**config.mk**
```make
export PLATFORM = sky130hd
export DESIGN_NAME = ibuf_rd_sched
export DESIGN_NICKNAME = d
export VERILOG_FILES = /design/src/rtl/ibuf_rd_sched.sv
export SDC_FILE = /design/constraint.sdc
export NUM_CORES = 1
export LEC_CHECK = 0
export BUFFER_PORTS_ARGS = -buffer_cell sky130_fd_sc_hd__buf_2
export CELL_PAD_IN_SITES_DETAIL_PLACEMENT = 1
export CELL_PAD_IN_SITES_GLOBAL_PLACEMENT = 1
export CORE_MARGIN = 5
export CORE_UTILIZATION = 40
export DETAILED_ROUTE_END_ITERATION = 6
export PLACE_DENSITY = 0.83
export SLEW_MARGIN = 20
export SYNTH_ARGS = -nofsm -noshare
export SYNTH_HDL_FRONTEND = slang
export SYNTH_SLANG_ARGS = --single-unit
export TNS_END_PERCENT = 10
```
**constraint.sdc**
```tcl
create_clock -name SYS_CLK -period 2.7 [get_ports SYS_CLK]
set_input_delay 0.27 -clock SYS_CLK [delete_from_list [all_inputs] [get_ports SYS_CLK]]
set_output_delay 0.27 -clock SYS_CLK [all_outputs]
set_load 0.02 [all_outputs]
```
**src/rtl/ibuf_rd_sched.sv**
```systemverilog
// ibuf_rd_sched: walks the input-buffer banks, issuing a read-address reset then a ready-paced row burst per bank
module ibuf_rd_sched #(
  parameter int REGNUM_W = 4,
  parameter int ROW_W = 8
) (
  input  logic                SYS_CLK,
  input  logic                SYS_RST,
  input  logic                start_i,
  input  logic                abort_i,
  input  logic [REGNUM_W-1:0] cfg_last_bank_i,
  input  logic [ROW_W-1:0]    cfg_last_row_i,
  input  logic                ready_i,
  output logic                raddr_rst_o,
  output logic                raddr_vld_o,
  output logic [REGNUM_W-1:0] ctrl_regnum_sel_o,
  output logic [ROW_W-1:0]    row_idx_o,
  output logic                busy_o,
  output logic                done_o
);
  typedef enum logic [2:0] {IDLE, RST, READ, GAP, DONE} state_t;
  state_t state;
  logic [REGNUM_W-1:0] bank, last_bank;
  logic [ROW_W-1:0] row, last_row;
  logic last_issued, last_bank_hit;
  // terminal compare uses the issued index, so the row counter may wrap harmlessly afterwards
  assign last_issued = raddr_vld_o && (row_idx_o == last_row);
  assign last_bank_hit = bank == last_bank;
  always_ff @(posedge SYS_CLK or posedge SYS_RST) begin
    if (SYS_RST) begin
      state <= IDLE;
      bank <= '0;
      last_bank <= '0;
      row <= '0;
      last_row <= '0;
      raddr_rst_o <= 1'b0;
      raddr_vld_o <= 1'b0;
      ctrl_regnum_sel_o <= '0;
      row_idx_o <= '0;
      busy_o <= 1'b0;
      done_o <= 1'b0;
    end else begin
      raddr_rst_o <= 1'b0;
      raddr_vld_o <= 1'b0;
      done_o <= 1'b0;
      if (abort_i && state != IDLE) begin
        state <= IDLE;
        busy_o <= 1'b0;
        bank <= '0;
        row <= '0;
      end else begin
        case (state)
          IDLE: if (start_i && !abort_i) begin
            last_bank <= cfg_last_bank_i;
            last_row <= cfg_last_row_i;
            bank <= '0;
            row <= '0;
            ctrl_regnum_sel_o <= '0;
            raddr_rst_o <= 1'b1;
            busy_o <= 1'b1;
            state <= RST;
          end
          // the RST cycle already samples ready_i, so row 0 can follow it directly
          RST, READ: begin
            state <= last_issued ? (last_bank_hit ? DONE : GAP) : READ;
            done_o <= last_issued && last_bank_hit;
            if (!last_issued && ready_i) begin
              raddr_vld_o <= 1'b1;
              row_idx_o <= row;
              row <= row + 1'b1;
            end
          end
          GAP: begin
            bank <= bank + 1'b1;
            ctrl_regnum_sel_o <= bank + 1'b1;
            row <= '0;
            raddr_rst_o <= 1'b1;
            state <= RST;
          end
          DONE: begin
            busy_o <= 1'b0;
            state <= IDLE;
          end
          default: state <= IDLE;
        endcase
      end
    end
  end
endmodule

```
==> metrics <==
status=finished clean; startpoint types=flop; Setup Skew=0.00433 ns; core area=4790 µm²; syn_nets=185; unrepaired setup endpoints after global routing=no; P&R area growth vs syn=14.0%; # H-tree levels=2; Final Hold Fails=0; Leakage=1.14 nW; PwrDens=between 600 and 700 nW/µm²; CTS max path bufs=2; CTS buffer count=5; clk sinks=43; critical path class=reg -> reg; GR peak layer=met2; Netlist cell types=40; Post-DP HPWL=3.24 mm; Synth Instances=166; fmax=around 480 MHz; layout cell share with drive strength beyond 1=0.337; CTS resizes=0; antenna violation net count after detailed routing=0; period utilization=0.771; Clock Latency Late Sink=0.30 ns; Post-CTS Setup Repair Bufs=0; Post-Syn Area=2000 µm²; global-route met3 utilization=0.0516; GR Util met2=0.255; Overflow after GRT=0; Inst Count DP=259; Syn Area/Cell=12.1 µm²; Via Count=1,404; relative slew slack=0.544; Top Ports=33; row count=25; Final GP Congestion=0.807; final instance area=2280 µm²; peak supply drop=0.000375 V; initial core utilization=0.418; Placement Cell Area=2190 µm²; Max Cap Viol=0; antenna violations before repair=0; R2R setup slack=0.62 ns; fin nets=218; crit path time final=2.08 ns; vias per cell=5.28; post-DR wirelength/cell=16.6 µm; CTS tree=done; overall routing resource usage=0.152; sequential area share after synthesis=0.538; endpoint class of the critical path=flop; global-route wire length before repair=approximately 7.5 mm; Pre-Repair DR Iteration Count=4; pin count of the biggest net entering global routing=44; filler instances=~540; Slew Viols, Final=0; Die Ht=~81 µm; worst hold slack=0.100 ns; Die Wd=80.7 µm; number of buffers added on ports=32; DRC=0; CTS root buf=clkbuf_8; die area=roughly 6500 µm²; crit path DAT=2.29 ns; final setup fails=0; Syn. warnings=0; Worst-path clk slew=0.08 ns; Total Wirelength=around 4.4 mm; number of DRC markers in iteration 0=59; antenna cells=0; CP Max Fanout=7; Post-Layout Cell Count=266; CTS hold repair buffers=0; routing usage on met1=0.191; Yosys reg bits=43; worst hold path class=in -> async; Worst Max-Slew Pin Slew=0.679 ns; number of global-route vias before repair=1,510; Fin Setup TNS=0 ns; Data required, critical path=2.91 ns
synthesized netlist by cell type:
cell type,n,share of area
nand2_1,9,0.017
and2_1,1,0.0031
nand4_1,1,0.0031
a21o_1,2,0.0075
buf_2,2,0.0050
a221o_1,3,0.015
inv_1,4,0.0075
mux2_2,19,0.11
and3_2,1,0.0038
nor2_4,1,0.0056
mux2_4,2,0.015
ha_1,2,0.013
or4_1,1,0.0038
nand3_1,5,0.013
nor2_1,6,0.011
o2111ai_1,1,0.0044
and3_1,9,0.028
nand3_2,1,0.0050
buf_8,1,0.0075
o21a_1,3,0.011
o31a_1,1,0.0044
xor2_1,5,0.022
clkbuf_1,1,0.0019
a21oi_1,6,0.015
and2_2,1,0.0038
o21ai_0,10,0.025
o211ai_1,2,0.0075
nor4_1,1,0.0031
nor3_1,2,0.0050
xor2_2,1,0.0081
dfrtp_1,43,0.54
or2_2,1,0.0031
xnor2_1,9,0.039
a22o_1,2,0.0088
nand3b_1,1,0.0038
buf_4,1,0.0038
buf_6,2,0.011
o41ai_1,1,0.0044
a31oi_1,1,0.0031
nor2b_1,1,0.0031
area by class of cell:
type | count | area [µm²] | share of cell area
multi-input combinational | 112 | 851 | 0.373
timing repair buffer | 33 | 168 | 0.0735
clock inverter | 1 | 5.00 | 0.00219
inverter | 4 | 15.0 | 0.00658
clock buffer | 6 | 82.6 | 0.0362
tap | 67 | 83.8 | 0.0368
sequential | 43 | 1080 | 0.472
flip-flops by register name, summed over array words and instances (netlist names), 3 cells and up:
name and cells:
bank 4, ctrl_regnum_sel_o 4, last_bank 4, last_row 8, row 8, row_idx_o 8
state 3
layer usage:
metal	share of wire	vias up	wire, µm
met5	0	-	0
met4	0.014	0	61
met3	0.046	10	204
met2	0.49	43	2160
met1	0.45	698	2000
li1	-	653	-
critical path, cell delays in order (launching register included):
cell,delay (ns)
dfrtp_1,0.42
xnor2_1,0.18
nand4_1,0.19
nor3_1,0.57
o21ai_0,0.36
o21ai_0,0.27
where the power goes:
part           switching (mW)  internal [mW]
clock                   0.216          0.201
sequential             0.0650          0.718
combinational           0.143          0.129
total                   0.424           1.05
stage by stage:
stage	setup slack [ns]	total power [mW]	utilization
2_1_floorplan	1.01	0.990	-
3_3_place_gp	0.731	1.05	0.458
3_5_place_dp	0.653	1.07	0.458
4_1_cts	0.609	1.49	0.477
5_1_grt	0.343	1.56	0.477
6_report	0.618	1.47	0.477
worst paths after layout:
path	startpoint	endpoint	depth (start not counted)
worst max-delay path	row_idx_o[4]	row[2]	5
worst min-delay path	SYS_RST	last_row[4]	3
worst max register to register	row_idx_o[4]	row[2]	5
worst min register to register	ctrl_regnum_sel_o[3]	ctrl_regnum_sel_o[3]	1
max in group asynchronous	SYS_RST	done_o	3
min in group SYS_CLK	cfg_last_bank_i[0]	last_bank[0]	2
cells by family after synthesis:
kind of cell	share of synthesized area
flops	0.538
mux	0.122
fa+ha+maj	0.0125
compound gates	0.106
buf+inv	0.0369
simple gates	0.115
xor+xnor	0.0694
layout by cell type (no fill, tap or decap), types with 5 or more instances in the layout:
cell type	n
and3_1	9
nand3_1	5
buf_2	32
a21oi_1	6
xor2_1	5
nor2_1	6
clkbuf_8	6
nand2_1	9
xnor2_1	9
mux2_2	19
dfrtp_1	43
o21ai_0	10
Note: power is estimated with default switching activity, not from simulation.
